File: src/rtl/cmd_sched_if.sv
// Command-bus bundle between the round-robin scheduler and its sources/decoders.
interface cmd_sched_if #(
  parameter int N_SRC = 4
) ();
  logic [N_SRC-1:0]         src_valid;
  logic [N_SRC-1:0][31:0]   src_cmd;
  logic [N_SRC-1:0]         src_ack;
  logic [N_SRC-1:0]         src_err;
  logic [31:0]              cmd;
  logic                     dec_done;
  logic [$clog2(N_SRC)-1:0] grant;
  logic                     sched_busy;

  modport master (
    input  src_valid, src_cmd, dec_done,
    output src_ack, src_err, cmd, grant, sched_busy
  );

  modport slave (
    output src_valid, src_cmd, dec_done,
    input  src_ack, src_err, cmd, grant, sched_busy
  );
endinterface

File: src/rtl/cmd_sched.sv
// Round-robin owner of the shared 32-bit command bus: present one command, wait for the
// decoders' done (or time out), then hold the null command for a gap before re-arbitrating.
module cmd_sched #(
  parameter int N_SRC      = 4,
  parameter int TIMEOUT    = 1023,
  parameter int GAP_CYCLES = 2
) (
  input  logic        clk,
  input  logic        rst,
  cmd_sched_if.master bus
);
  localparam int GW  = $clog2(N_SRC);
  localparam int CW  = $clog2(TIMEOUT + 1);
  localparam int GCW = $clog2(GAP_CYCLES + 1);

  localparam logic [1:0] S_IDLE = 2'd0;
  localparam logic [1:0] S_WAIT = 2'd1;
  localparam logic [1:0] S_GAP  = 2'd2;

  localparam logic [N_SRC-1:0] ONE = N_SRC'(1);

  logic [1:0]       state;
  logic [GW-1:0]    last, grant_q, win, cand;
  logic             found;
  logic [CW-1:0]    cnt;
  logic [GCW-1:0]   gcnt;
  logic [31:0]      cmd_q;
  logic [N_SRC-1:0] ack_q, err_q;
  logic             busy_q;

  // Search starts one past the previous winner so every pending source is served in turn.
  always_comb begin
    found = 1'b0;
    win   = last;
    cand  = last;
    for (int i = 0; i < N_SRC; i++) begin
      cand = (cand == GW'(N_SRC - 1)) ? '0 : cand + GW'(1);
      if (!found && bus.src_valid[cand]) begin
        found = 1'b1;
        win   = cand;
      end
    end
  end

  always_ff @(posedge clk) begin
    if (rst) begin
      state   <= S_IDLE;
      last    <= GW'(N_SRC - 1);
      grant_q <= '0;
      cmd_q   <= '0;
      ack_q   <= '0;
      err_q   <= '0;
      cnt     <= '0;
      gcnt    <= '0;
      busy_q  <= 1'b0;
    end else begin
      ack_q <= '0;
      err_q <= '0;
      case (state)
        S_IDLE: begin
          if (found) begin
            last    <= win;
            grant_q <= win;
            busy_q  <= 1'b1;
            gcnt    <= '0;
            // A null-target command would never be answered; reject it without issuing.
            if (bus.src_cmd[win][31:24] == 8'h00) begin
              ack_q <= ONE << win;
              err_q <= ONE << win;
              state <= S_GAP;
            end else begin
              cmd_q <= bus.src_cmd[win];
              cnt   <= '0;
              state <= S_WAIT;
            end
          end
        end
        S_WAIT: begin
          if (bus.dec_done) begin
            cmd_q <= '0;
            ack_q <= ONE << grant_q;
            gcnt  <= '0;
            state <= S_GAP;
          end else if (cnt == CW'(TIMEOUT - 1)) begin
            cmd_q <= '0;
            ack_q <= ONE << grant_q;
            err_q <= ONE << grant_q;
            gcnt  <= '0;
            state <= S_GAP;
          end else begin
            cnt <= cnt + CW'(1);
          end
        end
        S_GAP: begin
          if (gcnt == GCW'(GAP_CYCLES - 1)) begin
            state  <= S_IDLE;
            busy_q <= 1'b0;
          end else begin
            gcnt <= gcnt + GCW'(1);
          end
        end
        default: begin
          state  <= S_IDLE;
          cmd_q  <= '0;
          busy_q <= 1'b0;
        end
      endcase
    end
  end

  assign bus.cmd        = cmd_q;
  assign bus.src_ack    = ack_q;
  assign bus.src_err    = err_q;
  assign bus.grant      = grant_q;
  assign bus.sched_busy = busy_q;
endmodule

File: src/flat_wrapper.sv
// flat-port wrapper written by rule: the top's interface ports become plain ports
module cmd_sched_flat 
#(
  parameter int N_SRC      = 4,
  parameter int TIMEOUT    = 1023,
  parameter int GAP_CYCLES = 2
)
  (clk, rst, bus_src_valid, bus_src_cmd, bus_dec_done, bus_src_ack, bus_src_err, bus_cmd, bus_grant, bus_sched_busy);
  cmd_sched_if #(.N_SRC(N_SRC)) bus_i ();
  input  logic clk;
  input  logic rst;
  input wire logic [$bits(bus_i.src_valid)-1:0] bus_src_valid;
  input wire logic [$bits(bus_i.src_cmd)-1:0] bus_src_cmd;
  input wire logic [$bits(bus_i.dec_done)-1:0] bus_dec_done;
  output wire logic [$bits(bus_i.src_ack)-1:0] bus_src_ack;
  output wire logic [$bits(bus_i.src_err)-1:0] bus_src_err;
  output wire logic [$bits(bus_i.cmd)-1:0] bus_cmd;
  output wire logic [$bits(bus_i.grant)-1:0] bus_grant;
  output wire logic [$bits(bus_i.sched_busy)-1:0] bus_sched_busy;
  assign bus_i.src_valid = bus_src_valid;
  assign bus_i.src_cmd = bus_src_cmd;
  assign bus_i.dec_done = bus_dec_done;
  assign bus_src_ack = bus_i.src_ack;
  assign bus_src_err = bus_i.src_err;
  assign bus_cmd = bus_i.cmd;
  assign bus_grant = bus_i.grant;
  assign bus_sched_busy = bus_i.sched_busy;
  cmd_sched #(.N_SRC(N_SRC), .TIMEOUT(TIMEOUT), .GAP_CYCLES(GAP_CYCLES)) u_core (.clk(clk), .rst(rst), .bus(bus_i));
endmodule
File: config.mk
export PLATFORM = sky130hd
export DESIGN_NAME = cmd_sched_flat
export DESIGN_NICKNAME = d
export VERILOG_FILES = /design/src/rtl/cmd_sched_if.sv /design/src/rtl/cmd_sched.sv /design/src/flat_wrapper.sv
export SDC_FILE = /design/constraint.sdc
export NUM_CORES = 1
export LEC_CHECK = 0
export ABC_AREA = 1
export CAP_MARGIN = 10
export CELL_PAD_IN_SITES_DETAIL_PLACEMENT = 1
export CELL_PAD_IN_SITES_GLOBAL_PLACEMENT = 1
export CORE_UTILIZATION = 26
export DETAILED_ROUTE_END_ITERATION = 10
export GPL_TIMING_DRIVEN = 0
export MAX_ROUTING_LAYER = met4
export PLACE_DENSITY_LB_ADDON = 0.1
export SKIP_CTS_REPAIR_TIMING = 1
export SYNTH_ARGS = -nofsm -noshare
export SYNTH_HDL_FRONTEND = slang
export SYNTH_SLANG_ARGS = --single-unit
File: constraint.sdc
create_clock -name clk -period 2.55 [get_ports clk]
set_clock_uncertainty 0.05 [all_clocks]
set_input_delay 0.255 -clock clk [delete_from_list [all_inputs] [get_ports clk]]
set_output_delay 0.255 -clock clk [all_outputs]
set_load 0.02 [all_outputs]
==> results of run 1 <==
tightest hold or removal path, stage by stage (launching register included):
cell	delay, ns
dfxtp_1	0.31
inv_1	0.07
a21oi_1	0.06
metal layers:
metal  global-route usage [%]  routed length [um]
met1                     24.1                7850
met2                     38.2               10000
met3                     3.83                1090
met4                     8.92                 374
met5                        -                   0
state kept, by name, indices dropped and copies added, names as in the netlist:
signal	cells
u_core.last	2
u_core.state	2
u_core.bus.sched_busy	1
u_core.cnt	10
u_core.bus.src_err	4
u_core.bus.grant	2
u_core.bus.cmd	32
u_core.gcnt	2
u_core.bus.src_ack	4
layout make-up:
class                      count  share of cell area, %
antenna                        2                 0.0661
buffer                        37                   3.59
clock buffer                   9                   2.97
clock inverter                 7                  0.595
inverter                      94                   4.92
multi-input combinational    532                   40.9
sequential                    59                   15.7
tap                          216                   3.57
timing repair buffer         210                   27.7
cells in the mapped netlist (8+ instances only):
| cell type | count |
|---|---|
| clkbuf_1 | 18 |
| inv_1 | 64 |
| a21oi_1 | 23 |
| dfxtp_1 | 59 |
| nor3_1 | 8 |
| a22o_1 | 24 |
| inv_2 | 25 |
| buf_2 | 8 |
| nand4_1 | 27 |
| o21ai_1 | 17 |
| o21ai_0 | 12 |
| nor2_1 | 83 |
| nand2_1 | 223 |
| nand3_1 | 76 |
cell families (layout without fill, tap and decap cells):
group,count (synthesis),after routing,synth area share [%]
compound gates,84,84,12.3
fa+ha+maj,4,4,1.16
buf+inv,132,357,13.0
flops,59,59,27.4
other cells,0,2,0
simple gates,444,444,46.1
worst max-delay path by stage:
stage | end | slack (ns) | depth (start not counted)
floorplan | u_core.bus.cmd[29]$_SDFFE_PP0P_ | -0.20 | 25
global placement | u_core.bus.cmd[20]$_SDFFE_PP0P_ | -1.17 | 15
detailed placement | u_core.bus.cmd[20]$_SDFFE_PP0P_ | -1.21 | 15
CTS | u_core.bus.cmd[20]$_SDFFE_PP0P_ | -1.23 | 15
global route | u_core.cnt[7]$_SDFFE_PP0P_ | -0.90 | 26
finish | u_core.bus.cmd[26]$_SDFFE_PP0P_ | -0.71 | 25
stage by stage:
step | area (sq um) | hold slack (ns)
2_1_floorplan | 4450 | 0.283
3_3_place_gp | 6490 | 0.400
3_5_place_dp | 6490 | 0.420
4_1_cts | 6760 | 0.433
5_1_grt | 7570 | 0.458
6_report | 7570 | 0.432
==> impl_metrics.toml, run 1 <==
[grt]
grt_max_degree = 12
gr-total-overflow = 0
grt_pass1_vias = 5503
grt_antenna_before_repair = 1
grt_pass1_wl_um = 27600
track_usage_pct = 21.7

[finish]
syn2layout_area_growth_pct = 75.9
area.sequential_sq_um = 1190
nFillCells = 2065
nNetsFinal = 1082
fin_cells = 1166
final_core_util_pct = 47.3
layout-drive-gt1-share_pct = 24.4
final_common_cell = "clkdlybuf4s50_1"
layout_common_cells = "clkdlybuf4s50_1, nand2_1, nor2_1"
multi_input_area_sq_um = 3090

[timing]
hold_viol = 0
slew_viol_final = 0
tightest_slew_ns = 0.588
fin_crit_ns = 3.26
tns_ns = -34.34
rsz0062_at_grt = "yes"
post-route-period-util_pct = 128
fmax_ghz = 0.307
setup_viol_count_final = 52
relSlewSlack_pct = 60.8
fin_ws_ns = -0.713

[die]
initial_utilization_pct = 26.9
die_h_um = 131
pin_count = 178
dieArea_sq_um = 17100
core-area_sq_um = 16000
num_rows = 46
die_x_um = 131

[yosys]
synth_nets = 862
netlist_instances = 723
yosysTopAreaCell = "dfxtp_1"
ys_ff_latch = 59
synth_cell_types = 36
synth_edf_count = 0
synth_seq_area_share_pct = 27.4
syn_avg_cell_area_sq_um = 5.95
synth.cell_area_sq_um = 4310
synthTopCellsByArea = "dfxtp_1, nand2_1, nand3_1"
yosysTopAreaCellShare_pct = 27.4
synth_async_sr_flop_share_pct = 0
ys_warn_count = 0
synth_flop_cell = "dfxtp_1"

[place]
gp_congestion = 0.802
hpwl_um = 14100
dp.cells = 1116
io_buffers = 177
post-place-ws_ns = -1.21

[status]
status = "finished, violations left"
violations = "setup timing"

[setup_path]
cp-start-kind = "flip-flop"
path_delay_family = "simple AND/OR/NAND/NOR gates"
reg2reg_setup_slack_ns = -0.71
crit_arrival_ns = 3.45
critPathLaunch = "u_core.last[0]$_SDFFE_PP1P_"
r2r-start = "u_core.last[0]$_SDFFE_PP1P_"
crit_required_ns = 2.73
slowest_stage = "dfxtp_4"
reg2reg_depth = 25
path_max_fanout = 8
critical_path_buf_inv_count = 5
worstSetupEndpointType = "flip-flop"
r2r_end = "u_core.bus.cmd[26]$_SDFFE_PP0P_"
slowest_delay_ns = 0.36
crit_type = "reg -> reg"

[job]
drv_cap = 0

[clock_tree]
htreeDepth = 3
cts.clk_slew.worst_paths_ns = 0.06
clockBufferDepth = 2
cts_tree = "done"
clk_latency_ns = 0.34
clockRootBuffer = "clkbuf_16"
numCtsBuffers = 9
clkSinkCount = 59

[min_path]
hp-class = "reg -> reg"
whs_path_depth = 2
worstHoldEndpoint = "u_core.gcnt[1]$_SDFFE_PP0P_"
worstHoldStart = "u_core.gcnt[1]$_SDFFE_PP0P_"

[detailed_routing]
drt_first_pass_iters = 4
final_antenna_net_count = 0
routedWlPerCell_um = 16.6
drt-total-wl_um = 19300
drt_iter0_markers = 199
vias_per_cell = 4.83
drc = 0
num_vias = 5629
Power of run 1 is left out: the tool's default activity adds up to more than one toggle a clock period on the data nets, which glitch-free logic cannot reach.
==> run 2, diff against run 1 <==
CAP_MARGIN = 5   (was 10)
==> results of run 2 <==
The final DEF is identical to that of run 1; final timing and power are the same.
Power of run 2 is left out for the same reason.
==> run 3, diff against run 2 <==
CORE_MARGIN = 2   (was default)
==> impl_metrics.toml, run 3 (same netlist as run 1, synthesis figures left out) <==
[status]
status = "finished, violations left"
violations = "setup timing"

[die]
die_x_um = 133
pin_count = 178
core-area_sq_um = 16400
dieArea_sq_um = 17600
initial_utilization_pct = 26.2
die_h_um = 133
num_rows = 47

[finish]
nNetsFinal = 1079
layout_common_cells = "clkdlybuf4s50_1, nand2_1, nor2_1"
syn2layout_area_growth_pct = 75.6
n_antenna_cell = 0
final_area_sq_um = 7560
layout-drive-gt1-share_pct = 23.5
largest_reg_flops = 32
final_common_cell = "clkdlybuf4s50_1"
fin_cells = 1165

[detailed_routing]
routed.top_layer = "met4"
num_vias = 5585
drt_first_pass_iters = 5
drt-total-wl_um = 19200
vias_per_cell = 4.79
wl_met3_um = 755
routedWlPerCell_um = 16.5
drt-met1-wl_um = 7970
drt_iter0_markers = 192
wl_met2_um = 10200
final_antenna_net_count = 0
drc = 0

[grt]
grt_antenna_before_repair = 0
track_usage_pct = 21.5
gr-total-overflow = 0
grt_pass1_wl_um = 29600
grt_pass1_vias = 5823
grt_max_degree = 12

[setup_path]
slowest_delay_ns = 0.36
crit_type = "reg -> reg"
crit_arrival_ns = 3.36
cp_cell_sequence = "ha_4, nor2_4, buf_4, nand2_1, nand2_1, nand2_2, nand2_4, nor2_4, nand3_4, clkinv_4, nand2_4, nand2_8, buf_6, nand3_1, nand2_1, nor2_2, nand2_2, nor2_4, nand3_4, nand3_4, clkbuf_16, nand2_1, nand2_1, nor2_1"
worstSetupEndpointType = "flip-flop"
path_max_fanout = 10
slowest_stage = "dfxtp_4"
cp-start-kind = "flip-flop"
r2r_end = "u_core.bus.cmd[28]$_SDFFE_PP0P_"
r2r-start = "u_core.last[0]$_SDFFE_PP1P_"
reg2reg_setup_slack_ns = -0.62
crit_required_ns = 2.74
cp_common_cell = "nand2_1"
reg2reg_depth = 24

[job]
drv_cap = 0

[min_path]
hp-class = "reg -> reg"
worstHoldEndpoint = "u_core.gcnt[1]$_SDFFE_PP0P_"
whs_path_depth = 2
worstHoldStart = "u_core.gcnt[1]$_SDFFE_PP0P_"

[clock_tree]
cts.clk_slew.worst_paths_ns = 0.05
clk_latency_ns = 0.34
cts_tree = "done"
clockRootBuffer = "clkbuf_16"
htreeDepth = 3
clkSinkCount = 59
clockBufferDepth = 2
numCtsBuffers = 9

[timing]
setup_viol_count_final = 52
fin_crit_ns = 3.17
tightest_slew_ns = 0.595
fmax_ghz = 0.315
tns_ns = -30.17
fin_ws_ns = -0.623
relSlewSlack_pct = 60.3
post-route-period-util_pct = 124
hold_viol = 0
slew_viol_final = 0
rsz0062_at_grt = "yes"

[place]
hpwl_um = 14400
io_buffers = 177
gp_congestion = 0.827
placed_cell_area_sq_um = 6490
dp.cells = 1120
run 3: cell types whose count changed in the layout (fill, tap and decap cells not counted), sizes merged:
cell,change
bufinv,+2
clkbuf,-2
clkinv,-4
clkinvlp,+1
diode,-2
run 3: area by class of cell:
class	instances	area (sq um)
Multi-Input combinational cell	532	3060
Tap cell	220	275
Clock buffer	10	239
Fill cell	2050	8840
Timing Repair Buffer	207	2080
Buffer	37	262
Inverter	94	373
Sequential cell	59	1190
Clock inverter	6	88.8
run 3: metal layers:
metal / global-route usage [%] / vias up
met4: 6.03 / 0
li1: - / 2769
met1: 23.9 / 2665
met3: 4.33 / 25
met2: 38.7 / 126
met5: - / -
run 3: worst max path at each step:
stage	startpoint	end	slack, ns
after floorplan	u_core.last[0]$_SDFFE_PP1P_	u_core.bus.cmd[29]$_SDFFE_PP0P_	-0.20
after global placement	u_core.last[0]$_SDFFE_PP1P_	u_core.bus.cmd[20]$_SDFFE_PP0P_	-1.15
after detailed placement	u_core.last[0]$_SDFFE_PP1P_	u_core.bus.cmd[22]$_SDFFE_PP0P_	-1.20
after CTS	u_core.last[0]$_SDFFE_PP1P_	u_core.bus.cmd[22]$_SDFFE_PP0P_	-1.26
after global routing	u_core.last[0]$_SDFFE_PP1P_	u_core.bus.cmd[8]$_SDFFE_PP0P_	-0.83
final	u_core.last[0]$_SDFFE_PP1P_	u_core.bus.cmd[28]$_SDFFE_PP0P_	-0.62
run 3: worst max-delay path, delay by kind of cell, from the launching register on:
family	cells	cell delay, ns
AND/OR/NAND/NOR	19	1.89
adder cells (fa/ha/maj)	1	0.18
flip-flops	1	0.36
buffers and inverters	4	0.61
run 3: per-stage QoR:
stage | worst slack [ns] | utilization (%) | hold slack, ns
global placement | -1.15 | 39.6 | 0.402
CTS | -1.26 | 41.6 | 0.424
detailed placement | -1.20 | 39.6 | 0.416
floorplan | -0.197 | - | 0.283
finish | -0.623 | 46.1 | 0.427
global route | -0.833 | 46.1 | 0.451
Power of run 3 is left out for the same reason.
